`config.mk`:
```
export PLATFORM = sky130hd
export DESIGN_NAME = mmu_loader
export DESIGN_NICKNAME = d
export VERILOG_FILES = /design/src/rtl/mmu_loader.sv
export SDC_FILE = /design/constraint.sdc
export NUM_CORES = 1
export LEC_CHECK = 0
export CORE_ASPECT_RATIO = 0.9
export CORE_UTILIZATION = 40
export DETAILED_ROUTE_END_ITERATION = 12
export PLACE_DENSITY = 0.68
export SLEW_MARGIN = 20
export SYNTH_ARGS = -nofsm -noshare
export SYNTH_HDL_FRONTEND = slang
export SYNTH_SLANG_ARGS = --single-unit
```
`constraint.sdc`:
```
create_clock -name clk -period 3.3 [get_ports clk]
set_input_delay 0.99 -clock clk [delete_from_list [all_inputs] [get_ports clk]]
set_output_delay 0.99 -clock clk [all_outputs]
set_load 0.01 [all_outputs]
```
`src/rtl/mmu_loader.sv`:
```
// Byte-serial operand loader for the MMU feeder: collects 4 weights and 4 inputs from
// the host, then drives a 6-cycle RUN burst to the feeder.
module mmu_loader (
  input  logic       clk,
  input  logic       rst,
  input  logic       load_valid,
  input  logic [7:0] host_indata,
  input  logic       keep_weights,
  output logic [7:0] weight0,
  output logic [7:0] weight1,
  output logic [7:0] weight2,
  output logic [7:0] weight3,
  output logic [7:0] input0,
  output logic [7:0] input1,
  output logic [7:0] input2,
  output logic [7:0] input3,
  output logic       en,
  output logic [2:0] mmu_cycle,
  output logic       busy,
  output logic       overrun
);

  localparam logic [2:0] LastIdx  = 3'd7;
  localparam logic [2:0] LastStep = 3'd5;

  typedef enum logic [1:0] {StIdle, StLoad, StRun} state_e;

  state_e     state_q, state_d;
  logic [2:0] idx_q, idx_d;
  logic [7:0] regs_q [8];
  logic [7:0] regs_d [8];
  logic       en_q, en_d;
  logic [2:0] cyc_q, cyc_d;
  logic       ovr_q, ovr_d;

  always_comb begin
    state_d = state_q;
    idx_d   = idx_q;
    regs_d  = regs_q;
    en_d    = en_q;
    cyc_d   = cyc_q;
    ovr_d   = 1'b0;
    unique case (state_q)
      StIdle: begin
        if (load_valid) begin
          state_d = StLoad;
          // Weight reuse skips straight to the input slots.
          if (keep_weights) begin
            regs_d[4] = host_indata;
            idx_d     = 3'd5;
          end else begin
            regs_d[0] = host_indata;
            idx_d     = 3'd1;
          end
        end
      end
      StLoad: begin
        if (load_valid) begin
          regs_d[idx_q] = host_indata;
          idx_d         = idx_q + 3'd1;
          if (idx_q == LastIdx) begin
            state_d = StRun;
            en_d    = 1'b1;
            cyc_d   = 3'd0;
          end
        end
      end
      StRun: begin
        ovr_d = load_valid;
        if (cyc_q == LastStep) begin
          state_d = StIdle;
          en_d    = 1'b0;
          cyc_d   = 3'd0;
          idx_d   = 3'd0;
        end else begin
          cyc_d = cyc_q + 3'd1;
        end
      end
      default: state_d = StIdle;
    endcase
  end

  always_ff @(posedge clk) begin
    if (rst) begin
      state_q <= StIdle;
      idx_q   <= 3'd0;
      en_q    <= 1'b0;
      cyc_q   <= 3'd0;
      ovr_q   <= 1'b0;
      for (int i = 0; i < 8; i++) regs_q[i] <= 8'h00;
    end else begin
      state_q <= state_d;
      idx_q   <= idx_d;
      en_q    <= en_d;
      cyc_q   <= cyc_d;
      ovr_q   <= ovr_d;
      for (int i = 0; i < 8; i++) regs_q[i] <= regs_d[i];
    end
  end

  assign weight0   = regs_q[0];
  assign weight1   = regs_q[1];
  assign weight2   = regs_q[2];
  assign weight3   = regs_q[3];
  assign input0    = regs_q[4];
  assign input1    = regs_q[5];
  assign input2    = regs_q[6];
  assign input3    = regs_q[7];
  assign en        = en_q;
  assign mmu_cycle = cyc_q;
  assign busy      = (state_q != StIdle);
  assign overrun   = ovr_q;

endmodule

```
Yosys cells after proc, flatten, opt, wreduce, memory -nomap -nowiden
Index checks and enable logic that the tools add are counted.
W data, S select, Z words.
Word-level totals
  bits in registers: 74
  bits of input ports: 12
  output and inout bits: 70
  word-level logic and storage cells: 71
Cells by class
  add/subtract/negate cells: 2
  muxes and demuxes: 28
  reduce and logical (&&, ||, !) cells: 14
  eq/ne operators: 10
  bitwise gates (word level): 2
  order comparisons: 2
Operators with widths (number)
  $bwmux W64: 1
  $mux W64: 1
  $mux W8: 5
  $pmux W8 S2: 2
  $demux W8 S3: 1
  $mux W3: 7
  $reduce_and A4 Y1: 5
  $ne A2 B2 Y1 const B: 6
  $pmux W3 S3: 1
  $mux W2: 4
  $add A3 B1 Y3 const B: 2
  $eq A3 B3 Y1 const B: 2
  $pmux W2 S3: 1
  $pmux W3 S2: 1
  $reduce_bool A2 Y1: 3
  $ge A4 B4 Y1 const B: 1
  $lt A4 B1 Y1 const B: 1
  $not A3 Y4: 1
  $mux W1: 3
  $reduce_and A3 Y1: 1
  $reduce_bool A3 Y1: 1
  $eq A2 B1 Y1 const B: 1
  $eq A2 B2 Y1 const B: 1
  $logic_not A2 Y1: 1
  5 further kinds: 5

Longest topological paths before layout
Gate-level depths: netlist of run 1.
  depth in word-level cells: 8
  depth in mapped cells: 8
  gate-level depth less buffers: 5

Least setup slack after synthesis of run 1
Ideal clock, no wire load.
  path kind: input -> register
  from: input load_valid
  to: register regs_q (netlist bit weight0[3])
  setup slack: 1170 ps
  library setup time: 123 ps
  arrival: 2006 ps
  required time: 3177 ps
  buffers on the path: 2
  cell stages on the path: 5
  cells stage by stage: buf_4 > nor2_1 > a2111o_1 > buf_2 > mux2_1
On the way
  longest elaborated chain between the ends: 2
  elaborated cells on any way between the ends: 3
  classes of those cells: 2 x eq/ne; 1 x reduce/logical
RTL lines
  from (decl): RTL line 6  | input logic load_valid,
  $ne A2 B2 Y1 (no source line)
  $reduce_and A4 Y1 (no source line) *
  to (decl): RTL line 30  | logic [7:0] regs_q [8];
Mark *: on every way between the ends. The rest lies on a longest branch, timed or not.
A chain may end at the register's enable or synchronous reset.

Worst setup path in the final report of run 1
  from: register state_q[0]
  to: output busy
On the way
  longest elaborated chain between the ends: 1
RTL lines
  from (decl): RTL line 28  | state_e state_q, state_d;
  from (signal assigned): RTL line 85  | state_q <= StIdle;
  from (signal assigned): RTL line 92  | state_q <= state_d;
  $reduce_bool A2 Y1: RTL line 111  | assign busy = (state_q != StIdle);
  to (decl): RTL line 19  | output logic busy,
Every way passes these cells.

==> impl_metrics.py, run 1 <==
metrics = {
    "status": {
        "status": "complete, but fails checks",
        "violations": "DRC",
    },
    "run": {
        "max-cap-violations": 0,
    },
    "cts": {
        "cts_buffers": 9,
        "h-tree-depth": 3,
        "clk_pin_slew_ps": 80,
        "clk_latency_ps": 350,
        "cts_setup_buffers": 0,
        "cts_resized": 0,
        "hold_buffers": 0,
        "clockBufferDepth": 2,
        "tritoncts": "yes",
        "cts_sinks": 74,
        "root_buffer": "clkbuf_8",
    },
    "synthesis": {
        "ys_types": 45,
        "ys_ff_latch": 74,
        "synthCells": 387,
        "seq_area_frac_synth_pct": 44.8,
        "ys.flop_type": "dfxtp_1",
        "synth_fp_nets": 406,
        "synthSimpleGateAreaFrac_pct": 18.3,
        "syn_avg_cell_area_um2": 8.55,
        "synth_xor_xnor_area_share_pct": 0,
        "syn_area_mm2": 0.00331,
        "synth_warnings": 0,
        "synth-edff-count": 0,
        "synth_top_family_by_area": "compound AO/OA/AOI/OAI gates",
        "synth_compound_area_share_pct": 21.8,
        "yosys.area_share.adder_pct": 2.65,
        "synthArstFlopShare_pct": 0,
        "synth_mux_area_share_pct": 6.69,
    },
    "route": {
        "drt_pre_antenna_iters": 8,
        "drt_wl_total_mm": 8.98,
        "drc": 5,
        "viasPerCell": 5.47,
        "ant_nets": 0,
        "wl_per_cell_um": 16.2,
        "via_count": 3029,
        "drt_iter0_markers": 258,
    },
    "final_layout": {
        "multi_input_area_mm2": 0.00164,
        "fin_area_mm2": 0.00437,
        "fill_cells": 755,
        "diodes": 0,
        "fin_nets": 469,
        "register_area_mm2": 0.00148,
        "drive_above_1_share_pct": 7.25,
        "area_growth_pct": 32.1,
    },
    "grt": {
        "grt_pass1_wl_mm": 14.5,
        "grt-ovfl-total": 0,
        "grtUsageTotal_pct": 21.5,
        "grt_pass1_vias": 2890,
        "antenna_found_initial": 0,
        "grt_max_degree": 47,
    },
    "worst_setup_path": {
        "critical_path.slowest_cell": "clkdlybuf4s50_1",
        "r2r_slack_ps": 1160,
        "path_delay_family": "buffers and inverters",
        "setup.worst_path.start_class": "register",
        "cp-end-kind": "output pin",
        "crit_top_cell": "inv_1",
        "worst-path-buf-inv": 3,
        "required_ps": 2310,
        "crit_path_cell_trace": "inv_1 -> ha_1 -> inv_1 -> clkdlybuf4s50_1",
        "slowest_delay_ps": 520,
        "worstPathArrival_ps": 1780,
        "critPathMaxFanout": 5,
        "path_class": "reg2out",
    },
    "sta": {
        "worst_slew_pin_slew_ps": 819,
        "finClkSkew_ps": 7.64,
        "timing.final.crit_share_pct": 83.8,
        "maxSlewHeadroom_pct": 45.4,
        "rsz0062_at_grt": "no",
        "timing_hold_violations_final": 0,
        "post-route-min-period_ps": 2770,
        "maxSlewViolCount": 0,
        "clock.fmax_mhz": 362,
        "fin_ws_ps": 534,
        "holdWs_ps": 456,
        "fin_setup_tns_ps": 0,
        "setup_viol": 0,
    },
    "placement": {
        "gp_congestion": 0.810,
        "place_area_mm2": 0.00413,
        "io_buffers": 81,
        "dp_hpwl_mm": 6.12,
        "pre_cts_slack_ps": 418,
    },
    "pwr": {
        "worst_ir_drop_vdd_uv": 268,
        "power_mw": 2.01,
        "power.leakage_nw": 1.54,
        "p_per_area_mw_per_mm2": 459,
    },
    "floorplanning": {
        "core.rowCount": 31,
        "ios": 82,
        "die_w_um": 97.9,
        "die_h_um": 88.3,
        "initial_core_util_pct": 41.2,
        "core_region_area_mm2": 0.00803,
        "dieArea_mm2": 0.00864,
    },
    "hold_path": {
        "hold_class": "reg2reg",
    },
}
power breakdown:
group          total [mW]  internal (mW)  switching [mW]
registers           0.931          0.913          0.0185
logic               0.220         0.0943           0.126
clock network       0.855          0.502           0.353
per-layer routing:
layer | global-route usage, % | part of all wire (%)
met2 | 33.5 | 46
met3 | 5.21 | 6.1
met4 | 8.54 | 1.3
met5 | 0 | 0
met1 | 29.0 | 46
area by class of cell:
cell class	instances	area share, %
clock buffer	9	2.83
sequential	74	33.9
tap	99	2.83
inverter	8	0.687
clock inverter	7	2.66
timing repair buffer	88	19.6
multi-input combinational	269	37.4
flip-flops by register name, indices dropped and copies added, names as in the netlist:
| register | cells |
|---|---|
| weight3 | 8 |
| input1 | 8 |
| weight1 | 8 |
| weight2 | 8 |
| input2 | 8 |
| overrun | 1 |
| mmu_cycle | 3 |
| input3 | 8 |
| state_q | 2 |
| idx_q | 3 |
| weight0 | 8 |
| en | 1 |
| input0 | 8 |
worst paths after layout:
kind         startpoint  depth (start not counted)          to
min                  en                          2          en
max          state_q[0]                          4        busy
max reg2reg  state_q[1]                          5  weight2[4]
min reg2reg          en                          2          en
tightest hold or removal path, delay by kind of cell, from the launching register on:
kind | cells | cell delay, ps
flops | 1 | 310
compound gates | 1 | 50
buf+inv | 1 | 50
cell usage after synthesis, drive strengths merged (8+ instances only):
master	instances	area, um^2
buf	13	75.1
nand2	16	60.1
clkbuf	23	86.3
nor2b	17	106
inv	8	30.0
a21oi	53	265
nand3	52	260
o21ai	54	270
mux2i	12	120
dfxtp	74	1480
mux2	9	101
cells by family after synthesis:
group,after synthesis
AOI/OAI and AO/OA,130
adders and majority gates,7
buffers and inverters,44
DFF,74
muxes,21
and+or+nand+nor,111
layout by cell type, fill, tap and decap left out, types with 8 or more instances in the layout:
cell type,synthesis,layout
a21oi_1,53,53
nand3_1,52,52
clkbuf_8,0,9
inv_1,8,8
clkdlybuf4s50_1,0,80
dfxtp_1,74,74
nand2_1,16,16
mux2i_1,12,12
o21ai_0,54,54
nor2b_1,17,17
through the flow:
stage / utilization (%) / std cells
2_1_floorplan: - / 387
3_3_place_gp: 51.4 / 538
3_5_place_dp: 51.4 / 538
4_1_cts: 54.4 / 554
5_1_grt: 54.4 / 554
6_report: 54.4 / 554
Note: power is estimated with default switching activity, not from simulation.
==> run 2: changes to the inputs <==
PLACE_DENSITY = 0.71   (was 0.68)
clock period = 2.4 ns   (was 3.3 ns; I/O delays follow)
==> impl_metrics.py, run 2 (same netlist as run 1, synthesis figures left out) <==
metrics = {
    "worst_setup_path": {
        "crit_start": "state_q[0]",
        "worstReg2RegStart": "state_q[1]",
        "critPathMaxFanout": 5,
        "worstPathArrival_ps": 1590,
        "worstRegToRegCells": 5,
        "path_class": "reg2out",
        "rr_endpoint": "input0[7]",
        "endpoint": "busy",
        "cp-end-kind": "output pin",
        "r2r_slack_ps": 440,
        "required_ps": 1680,
        "setup.worst_path.start_class": "register",
    },
    "final_layout": {
        "fill_cells": 737,
        "final-instance-count-excl-fill": 567,
        "multi_input_area_mm2": 0.00164,
        "drive_above_1_share_pct": 10.5,
        "diodes": 0,
        "fin_area_mm2": 0.00448,
        "register_area_mm2": 0.00148,
        "fin_nets": 483,
        "post-route-util_pct": 55.8,
        "final_common_cell": "clkdlybuf4s50_1",
        "area_growth_pct": 35.4,
        "final_cell_mix": "80 x clkdlybuf4s50_1, 72 x dfxtp_1, 54 x o21ai_0, 53 x a21oi_1, 52 x nand3_1",
    },
    "cts": {
        "hold_buffers": 0,
        "cts_buffers": 9,
        "clk_pin_slew_ps": 70,
        "cts_resized": 2,
        "h-tree-depth": 3,
        "clk_latency_ps": 340,
        "root_buffer": "clkbuf_8",
        "cts_sinks": 74,
        "tritoncts": "yes",
        "cts_setup_buffers": 0,
        "clockBufferDepth": 2,
    },
    "sta": {
        "finClkSkew_ps": 7.76,
        "maxSlewViolCount": 0,
        "timing.final.crit_share_pct": 96.3,
        "holdWs_ps": 460,
        "worst_slew_pin_slew_ps": 579,
        "timing_hold_violations_final": 0,
        "clock.fmax_mhz": 433,
        "fin_ws_ps": 88.2,
        "maxSlewHeadroom_pct": 61.4,
        "setup_viol": 0,
        "rsz0062_at_grt": "no",
        "post-route-min-period_ps": 2310,
    },
    "grt": {
        "grt_pass1_vias": 2803,
        "grt-ovfl-total": 0,
        "grt_max_degree": 33,
        "antenna_found_initial": 0,
        "grtUsageTotal_pct": 21.9,
        "grt_pass1_wl_mm": 14.6,
    },
    "route": {
        "wl_per_cell_um": 16.7,
        "viasPerCell": 5.59,
        "ant_nets": 0,
        "via_count": 3170,
        "drt_wl_total_mm": 9.48,
        "drc": 5,
        "drt_pre_antenna_iters": 8,
        "drt_iter0_markers": 203,
    },
    "pwr": {
        "power.leakage_nw": 1.61,
        "worst_ir_drop_vdd_uv": 415,
        "p_per_area_mw_per_mm2": 597,
    },
    "floorplanning": {
        "die_w_um": 97.9,
        "core.rowCount": 31,
        "dieArea_mm2": 0.00864,
        "ios": 82,
        "die_h_um": 88.3,
        "core_region_area_mm2": 0.00803,
        "initial_core_util_pct": 41.2,
    },
    "placement": {
        "dpl.cell_count": 552,
        "place_area_mm2": 0.00426,
        "dp_hpwl_mm": 6.54,
        "gp_congestion": 0.856,
        "io_buffers": 81,
        "pre_cts_slack_ps": -73.8,
    },
    "run": {
        "max-cap-violations": 0,
    },
    "hold_path": {
        "hold_class": "reg2reg",
    },
    "status": {
        "violations": "DRC",
        "status": "complete, but fails checks",
    },
}
-- run 2: per-layer routing --
metal / share of wire [%] / GRT usage (%)
met1: 45 / 30.4
met2: 45 / 32.6
met3: 8.3 / 6.32
met4: 2.0 / 7.30
met5: 0 / 0
-- run 2: worst min path at each step --
| stage | start | end | slack, ps | cells after the start |
|---|---|---|---|---|
| 2_1_floorplan | en | en | 480 | 2 |
| 3_3_place_gp | input0[5] | input0[5] | 450 | 2 |
| 3_5_place_dp | input0[4] | input0[4] | 460 | 2 |
| 4_1_cts | input0[0] | input0[0] | 470 | 2 |
| 5_1_grt | en | en | 490 | 2 |
| 6_report | en | en | 460 | 2 |
-- run 2: metrics by stage --
step	power (mW)	TNS [ps]
after floorplan	1.49	0
after global placement	1.63	-48.5
after detailed placement	1.63	-343
after CTS	2.70	0
final	2.68	0
after global routing	2.78	0
-- run 2: worst max-delay path, stage by stage (launching register included) --
cell and delay, ps:
dfxtp_2 370, inv_1 70, ha_2 220, inv_1 60, clkdlybuf4s50_1 520
-- run 2: report_power, final --
group          total (mW)  internal (mW)  switching (mW)  leakage, nW
registers            1.28           1.26          0.0270        0.599
clock network        1.06          0.606           0.454        0.112
logic               0.332          0.150           0.182        0.896
total                2.68           2.01           0.663         1.61
-- run 2: area by class of cell --
cell class / count / share of cell area, %
Clock inverter: 5 / 1.76
Timing Repair Buffer: 102 / 22.1
Sequential cell: 74 / 33.1
Multi-Input combinational cell: 269 / 36.6
Clock buffer: 10 / 3.07
Tap cell: 99 / 2.76
Inverter: 8 / 0.670
==> run 3: changes to the inputs <==
PLACE_DENSITY = 0.67   (was 0.71)
==> impl_metrics.py, run 3 (same netlist as run 1, synthesis figures left out) <==
metrics = {
    "sta": {
        "worst_slew_pin_slew_ps": 587,
        "rsz0062_at_grt": "no",
        "maxSlewViolCount": 0,
        "fin_ws_ps": 76.8,
        "finClkSkew_ps": 5.96,
        "post-route-min-period_ps": 2320,
        "fin_setup_tns_ps": 0,
        "maxSlewHeadroom_pct": 60.9,
        "timing_hold_violations_final": 0,
        "clock.fmax_mhz": 430,
        "timing.final.crit_share_pct": 96.8,
        "setup_viol": 0,
    },
    "grt": {
        "grt_pass1_wl_mm": 14.9,
        "grt-ovfl-total": 0,
        "grt_pass1_vias": 2863,
        "grt_max_degree": 33,
        "antenna_found_initial": 0,
        "grtUsageTotal_pct": 22.3,
    },
    "cts": {
        "clockBufferDepth": 2,
        "cts_buffers": 9,
        "h-tree-depth": 3,
        "cts_resized": 2,
        "cts_sinks": 74,
        "tritoncts": "yes",
        "root_buffer": "clkbuf_8",
        "clk_latency_ps": 350,
        "hold_buffers": 0,
        "clk_pin_slew_ps": 70,
        "cts_setup_buffers": 0,
    },
    "route": {
        "drc": 5,
        "ant_nets": 0,
        "wl_per_cell_um": 16.7,
        "viasPerCell": 5.59,
        "drt_iter0_markers": 174,
        "via_count": 3168,
        "drt_pre_antenna_iters": 9,
        "drt_wl_total_mm": 9.50,
    },
    "hold_path": {
        "hold_class": "reg2reg",
        "holdCritStartpoint": "en",
    },
    "placement": {
        "pre_cts_slack_ps": -19.7,
        "place_area_mm2": 0.00427,
        "io_buffers": 81,
        "gp_congestion": 0.774,
        "dpl.cell_count": 552,
        "dp_hpwl_mm": 6.47,
    },
    "final_layout": {
        "fin_area_mm2": 0.00447,
        "fin_nets": 483,
        "final_cell_mix": "80 x clkdlybuf4s50_1, 72 x dfxtp_1, 54 x o21ai_0, 53 x a21oi_1, 52 x nand3_1",
        "final-instance-count-excl-fill": 567,
        "diodes": 0,
        "register_area_mm2": 0.00149,
        "multi_input_area_mm2": 0.00164,
        "fill_cells": 739,
        "post-route-util_pct": 55.7,
        "final_common_cell": "clkdlybuf4s50_1",
        "drive_above_1_share_pct": 10.3,
        "area_growth_pct": 35.2,
    },
    "worst_setup_path": {
        "worstReg2RegStart": "state_q[1]",
        "path_class": "reg2out",
        "crit_start": "state_q[1]",
        "slowest_delay_ps": 520,
        "setup.worst_path.start_class": "register",
        "cp-end-kind": "output pin",
        "required_ps": 1680,
        "crit_top_cell": "inv_1",
        "critPathMaxFanout": 5,
        "critical_path.slowest_cell": "clkdlybuf4s50_1",
        "path_delay_family": "buffers and inverters",
        "worst-path-buf-inv": 3,
        "crit_path_cell_trace": "inv_1 -> ha_2 -> inv_1 -> clkdlybuf4s50_1",
        "worstPathArrival_ps": 1600,
    },
    "floorplanning": {
        "die_w_um": 97.9,
        "die_h_um": 88.3,
        "core_region_area_mm2": 0.00803,
        "dieArea_mm2": 0.00864,
        "core.rowCount": 31,
        "ios": 82,
        "initial_core_util_pct": 41.2,
    },
    "pwr": {
        "worst_ir_drop_vdd_uv": 287,
        "power.leakage_nw": 1.60,
        "p_per_area_mw_per_mm2": 581,
    },
    "status": {
        "violations": "DRC",
        "status": "complete, but fails checks",
    },
    "run": {
        "max-cap-violations": 0,
    },
}
## run 3: area by class of cell
cell class / instances / area share [%]
clock inverter: 4 / 1.17
inverter: 8 / 0.671
sequential: 74 / 33.2
timing repair buffer: 102 / 22.4
clock buffer: 11 / 3.16
tap: 99 / 2.77
multi-input combinational: 269 / 36.6
## run 3: final timing paths
kind,end,slack (ps),cells past startpoint
worst min-delay path,en,460,2
worst max register to register,weight0[3],430,5
worst max-delay path,busy,80,4
worst min register to register,en,460,2
## run 3: report_power, final
part / internal [mW] / switching (mW)
registers: 1.26 / 0.0264
logic: 0.153 / 0.182
clock network: 0.506 / 0.477
## run 3: layer usage
metal / vias up / global-route usage, % / share of wire (%)
met5: - / 0 / 0
met4: 0 / 9.09 / 1.9
li1: 1533 / - / -
met2: 97 / 32.8 / 45
met3: 16 / 5.13 / 5.7
met1: 1522 / 31.6 / 48
## run 3: per-stage QoR
step / hold WS [ps] / total power, mW
after CTS: 461 / 2.61
after detailed placement: 449 / 1.64
after floorplan: 478 / 1.49
after global routing: 490 / 2.69
after global placement: 446 / 1.63
final: 456 / 2.60
## run 3: worst register-to-register path: cells and delay by family (launching register included)
family	cells	cell delay, ps
compound gates	1	520
fa+ha+maj	1	440
buf+inv	1	120
flops	1	340
mux	1	360
simple gates	1	80
